[config.mk]
export PLATFORM = sky130hd
export DESIGN_NAME = decimator_stream_flat
export DESIGN_NICKNAME = d
export VERILOG_FILES = /design/src/rtl/decimator_stream_if.sv /design/src/rtl/decimator_stream.sv /design/src/flat_wrapper.sv
export SDC_FILE = /design/constraint.sdc
export NUM_CORES = 1
export LEC_CHECK = 0
export ABC_AREA = 1
export BUFFER_PORTS_ARGS = -buffer_cell sky130_fd_sc_hd__buf_2
export CORE_UTILIZATION = 47
export DETAILED_ROUTE_END_ITERATION = 8
export GPL_TIMING_DRIVEN = 1
export HOLD_SLACK_MARGIN = 0.02
export PLACE_DENSITY = 0.66
export SKIP_LAST_GASP = 1
export SLEW_MARGIN = 5
export SYNTH_ARGS = -nofsm -noshare
export SYNTH_HDL_FRONTEND = slang
export SYNTH_SLANG_ARGS = --single-unit
[constraint.sdc]
create_clock -name clk -period 2.54 [get_ports clk]
set_input_delay 0.254 -clock clk [delete_from_list [all_inputs] [get_ports clk]]
set_output_delay 0.254 -clock clk [all_outputs]
set_load 0.01 [all_outputs]
[src/rtl/decimator_stream_if.sv]
// Sample stream bundle for decimator_stream: the input samples in,
// the decimated samples out.
interface decimator_stream_if #(
    parameter int DATA_W = 16
);
    logic              in_valid;
    logic [DATA_W-1:0] in_data;
    logic              out_valid;
    logic [DATA_W-1:0] out_data;

    modport master (
        output in_valid,
        output in_data,
        input  out_valid,
        input  out_data
    );

    modport slave (
        input  in_valid,
        input  in_data,
        output out_valid,
        output out_data
    );
endinterface

[src/rtl/decimator_stream.sv]
// Streaming decimator by M: keeps one chosen sample per block (pick)
// or emits the floor mean of each block (average, M a power of two).
module decimator_stream #(
    parameter int DATA_W     = 16,
    parameter int MAX_FACTOR = 16,
    parameter int FW         = $clog2(MAX_FACTOR) + 1
) (
    input  logic              clk,
    input  logic              reset_n,
    input  logic              enable,
    input  logic              mode,
    input  logic [FW-1:0]     factor,
    input  logic [FW-1:0]     phase,
    output logic              cfg_err,
    decimator_stream_if.slave stream
);
    localparam int AW = DATA_W + $clog2(MAX_FACTOR);

    typedef enum logic {
        IDLE,
        RUN
    } state_t;

    state_t               state;
    state_t               state_next;
    logic                 start;
    logic                 accept;
    logic                 legal;
    logic                 pow2;
    logic                 last;
    logic [FW-1:0]        shift_calc;
    logic [FW-1:0]        m_reg;
    logic [FW-1:0]        phase_reg;
    logic [FW-1:0]        shift_reg;
    logic                 mode_reg;
    logic [FW-1:0]        cnt;
    logic signed [AW-1:0] acc;
    logic signed [AW-1:0] sum;
    logic [DATA_W-1:0]    capture;
    logic [DATA_W-1:0]    pick_out;
    logic [DATA_W-1:0]    avg_out;

    // Config legality and log2 of the factor, evaluated on the raw ports
    always_comb begin
        pow2       = (factor & (factor - FW'(1))) == '0;
        legal      = (factor != '0) && (factor <= FW'(MAX_FACTOR)) &&
                     (phase < factor) && (!mode || pow2);
        shift_calc = '0;
        for (int i = 0; i < FW; i++) begin
            if (factor[i]) begin
                shift_calc = FW'(i);
            end
        end
    end

    always_ff @(posedge clk) begin
        if (!reset_n) begin
            state <= IDLE;
        end else begin
            state <= state_next;
        end
    end

    // A sample is only taken while running with enable still high
    always_comb begin
        state_next = state;
        start      = 1'b0;
        accept     = 1'b0;
        case (state)
            IDLE: begin
                if (enable && legal) begin
                    state_next = RUN;
                    start      = 1'b1;
                end
            end
            RUN: begin
                if (!enable) begin
                    state_next = IDLE;
                end else begin
                    accept = stream.in_valid;
                end
            end
            default: state_next = IDLE;
        endcase
    end

    always_comb begin
        last     = (cnt == m_reg - FW'(1));
        sum      = acc + {{(AW-DATA_W){stream.in_data[DATA_W-1]}}, stream.in_data};
        avg_out  = DATA_W'(sum >>> shift_reg);
        pick_out = (cnt == phase_reg) ? stream.in_data : capture;
    end

    // The accumulator restarts from zero on the closing sample, so the next
    // block's first sample is summed without a gap
    always_ff @(posedge clk) begin
        if (!reset_n) begin
            m_reg            <= FW'(1);
            phase_reg        <= '0;
            shift_reg        <= '0;
            mode_reg         <= 1'b0;
            cnt              <= '0;
            acc              <= '0;
            capture          <= '0;
            cfg_err          <= 1'b0;
            stream.out_valid <= 1'b0;
            stream.out_data  <= '0;
        end else begin
            stream.out_valid <= 1'b0;
            if (state == IDLE && enable) begin
                cfg_err <= !legal;
            end
            if (start) begin
                m_reg     <= factor;
                phase_reg <= phase;
                mode_reg  <= mode;
                shift_reg <= shift_calc;
                cnt       <= '0;
                acc       <= '0;
            end
            if (accept) begin
                if (cnt == phase_reg) begin
                    capture <= stream.in_data;
                end
                if (last) begin
                    cnt              <= '0;
                    acc              <= '0;
                    stream.out_valid <= 1'b1;
                    stream.out_data  <= mode_reg ? avg_out : pick_out;
                end else begin
                    cnt <= cnt + FW'(1);
                    acc <= sum;
                end
            end
        end
    end
endmodule

[src/flat_wrapper.sv]
// flat-port wrapper written by rule: the top's interface ports become plain ports
module decimator_stream_flat 
#(
    parameter int DATA_W     = 16,
    parameter int MAX_FACTOR = 16,
    parameter int FW         = $clog2(MAX_FACTOR) + 1
)
  (clk, reset_n, enable, mode, factor, phase, cfg_err, stream_in_valid, stream_in_data, stream_out_valid, stream_out_data);
  decimator_stream_if #(.DATA_W(DATA_W)) stream_i ();
  input  logic clk;
  input  logic reset_n;
  input  logic enable;
  input  logic mode;
  input  logic [FW-1:0] factor;
  input  logic [FW-1:0] phase;
  output logic cfg_err;
  input wire logic [$bits(stream_i.in_valid)-1:0] stream_in_valid;
  input wire logic [$bits(stream_i.in_data)-1:0] stream_in_data;
  output wire logic [$bits(stream_i.out_valid)-1:0] stream_out_valid;
  output wire logic [$bits(stream_i.out_data)-1:0] stream_out_data;
  assign stream_i.in_valid = stream_in_valid;
  assign stream_i.in_data = stream_in_data;
  assign stream_out_valid = stream_i.out_valid;
  assign stream_out_data = stream_i.out_data;
  decimator_stream #(.DATA_W(DATA_W), .MAX_FACTOR(MAX_FACTOR), .FW(FW)) u_core (.clk(clk), .reset_n(reset_n), .enable(enable), .mode(mode), .factor(factor), .phase(phase), .cfg_err(cfg_err), .stream(stream_i));
endmodule
==> metrics.csv <==
stage,metric,value,unit
placed_design,gp_congestion,0.9506,
routing,met3WireLength,677,µm
critical_path,path_max_fanout,5,
synth,ys_seq_area_share,27.56,%
run,cap_violations,0,
sta,slew_violations,0,
floorplan,die_x,108.2,µm
synth,yosysUniqueCellTypes,38,
floorplan,coreArea,0.01094,mm²
synth,synthTopCellsByCount,"229 x nand2_1, 126 x inv_1, 106 x nand3_1",
critical_path,r2r_slack,280,ps
floorplan,io_pins,49,
critical_path,worstSetupPathType,reg -> reg,
synth,synthTopCellsByArea,"dfxtp_1 28%, nand2_1 16%, nand3_1 10%",
routing,wl_met1,6509,µm
sta,fmax,0.4424,GHz
cells_and_area,multi_input_area,0.003212,mm²
power_and_ir_drop,ir_worst_vdd,0.0005670,V
synth,synth_top_family_by_area,simple AND/OR/NAND/NOR gates,
outcome,run_status,finished clean,
synth,ys.flop_type,dfxtp_1,
global_route,grt_pass1_wl,25130,µm
cts,cts_buffers,9,
sta,rsz0062_at_grt,no,
synth,synth_compound_area_share,16.71,%
sta,fin_skew,8.088,ps
cells_and_area,largest_reg_flops,20,
cells_and_area,seq_area,0.001463,mm²
global_route,antenna_found_initial,0,
critical_path,worstPathArrival,2540,ps
sta,timing.final.crit_share,88.99,%
global_route,first_global_vias,5364,
sta,setup_violations,0,
synth,synthCells,874,
cells_and_area,largestRegisters,"u_core.acc x20, u_core.capture x16, u_core.stream.out_data x16",
synth,syn_area,0.005303,mm²
floorplan,die_h,108.2,µm
cts,insertion_delay,350,ps
cells_and_area,antennaDiodeCount,0,
critical_path,required,2820,ps
synth,synthAdderAreaFrac,6.277,%
sta,hold_violations,0,
global_route,grt_remaining_overflow,0,
sta,period_needed,2260,ps
routing,wirelength,15380,µm
routing,top_layer_used,met4,
routing,ant_nets,0,
critical_path,critPathLaunchType,flop,
routing,first_pass_iters,7,
synth,postSynthAreaPerCell,6.067,µm²
cts,cts_tree,yes,
routing,wl_met2,7575,µm
synth,syn-num-nets,931,
sta,tightestPinTransition,632.9,ps
worst_hold_path,worstHoldPathType,in -> reg,
floorplan,die-area,0.01171,mm²
cells_and_area,drive_gt1_share,10.54,%
synth,synth_xor_xnor_area_share,2.808,%
global_route,gr-usage-all-layers,28.08,%
sta,setup_tns,0,ps
cells_and_area,synthToLayoutAreaGrowth,14.79,%
critical_path,end_kind,flop,
cells_and_area,n_fill_cell,1105,
synth,synth_async_sr_flop_share,0,%
synth,synth_area_leader_cell,dfxtp_1,
cts,clk_path_buf_depth,2,
placed_design,port_buffers,48,
synth,netlist.area_leader.share,27.56,%
cts,cts_hold_buf,0,
synth,muxShareOfSynthArea,0,%
routing,post_drt_via_cell_ratio,5.301,
synth,synth_edf_count,0,
floorplan,rows,38,
routing,drc,0,
synth,yosys.area_share.simple,34.50,%
synth,synth-seq-cells,73,
cts,clkSinkCount,73,
routing,drt_iter0_markers,359,
sta,slew_headroom,57.76,%
global_route,grt_max_degree,33,
routing,wl_per_cell,14.51,µm
placed_design,dp_hpwl,12050,µm
cts,cts_max_level,3,
synth,yosysMostFrequentCell,nand2_1,
cells_and_area,regMostFlops,u_core.acc,
cts,clkTransAtPathRegs,60,ps
synth,synth-warning-count,0,
cells_and_area,utilization,55.66,%
routing,via_count,5619,
floorplan,initial_core_util,48.49,%
cells_and_area,final_nets,972,
power_and_ir_drop,leakagePower,3.091,nW
power_and_ir_drop,powerDensity,547.9,mW/mm²
cts,cts_root_buffer,clkbuf_16,
sta,whs,184.8,ps
## critical path, stage by stage (launching register included)
cell,delay (ps)
dfxtp_2,340
ha_4,160
inv_1,50
fa_1,400
inv_2,90
nand2_1,60
nand3_1,120
xor2_1,330
nand2_1,80
o21ai_0,140
nand2_1,110
nand3_1,80
o211ai_1,100
a21oi_1,130
## power by group
group          internal (mW)  total [mW]  switching, mW
Clock                   1.07        1.57          0.509
Sequential              1.17        1.18         0.0141
Combinational          0.191       0.576          0.385
## per-layer routing
| layer | GRT usage [%] | vias up |
|---|---|---|
| met4 | 13.89 | 0 |
| met3 | 5.546 | 32 |
| li1 | - | 2915 |
| met5 | 0 | - |
| met2 | 49.86 | 149 |
| met1 | 31.88 | 2523 |
## area by class of cell
class                   count  area share [%]
multi-input cells         636           52.76
flip-flops and latches     73           24.03
inverters                 130           8.058
repair buffers             65           6.249
clock buffers              10           3.762
well taps                 140           2.878
clock inverters             6           2.261
## cell families (layout without fill, tap and decap cells)
group	after synthesis	count (layout)
and+or+nand+nor	425	425
AOI/OAI and AO/OA	168	168
buffers and inverters	165	211
DFF	73	73
adders and majority gates	26	26
xor gates and xnor gates	17	17
## placed cells by master (no fill, tap or decap), types with 3 or more instances in the layout
cell type | synthesis | final
a31oi_1 | 7 | 7
a21oi_1 | 86 | 86
dfxtp_1 | 73 | 72
xor2_1 | 8 | 8
o21ai_1 | 4 | 4
nand2_1 | 229 | 228
nor3_1 | 4 | 4
nand3_1 | 106 | 106
bufinv_16 | 0 | 4
or2_2 | 4 | 4
nand4_1 | 9 | 9
o21ai_0 | 58 | 58
buf_4 | 2 | 16
a211oi_1 | 4 | 4
xnor2_1 | 9 | 9
ha_1 | 25 | 24
inv_1 | 126 | 125
clkbuf_16 | 0 | 9
and2_1 | 3 | 3
nor2_1 | 61 | 61
buf_2 | 12 | 48
## worst paths after layout
check | depth (start not counted) | startpoint | to
max | 13 | u_core.acc[0]$_SDFFE_PN0P_ | u_core.stream.out_data[0]$_SDFFE_PN0P_
min | 3 | enable | u_core.cfg_err$_SDFFE_PN0P_
max reg2reg | 13 | u_core.acc[0]$_SDFFE_PN0P_ | u_core.stream.out_data[0]$_SDFFE_PN0P_
min reg2reg | 2 | u_core.acc[18]$_SDFFE_PN0P_ | u_core.acc[18]$_SDFFE_PN0P_
## stage by stage
stage	instance area, µm²	setup slack (ps)	cells	power, mW
after global routing	6087	39.21	1060	3.488
after CTS	6071	119.2	1060	3.365
after detailed placement	5704	98.53	1044	1.780
after floorplan	5303	462.2	874	1.615
after global placement	5704	113.0	1044	1.770
final	6087	279.7	1060	3.335
## what timing repair did
item	4_1_cts	5_1_grt
setup buffers	0	0
setup endpoints to repair	0	16
resized for setup	0	5
(Power assumes the default switching activity.)
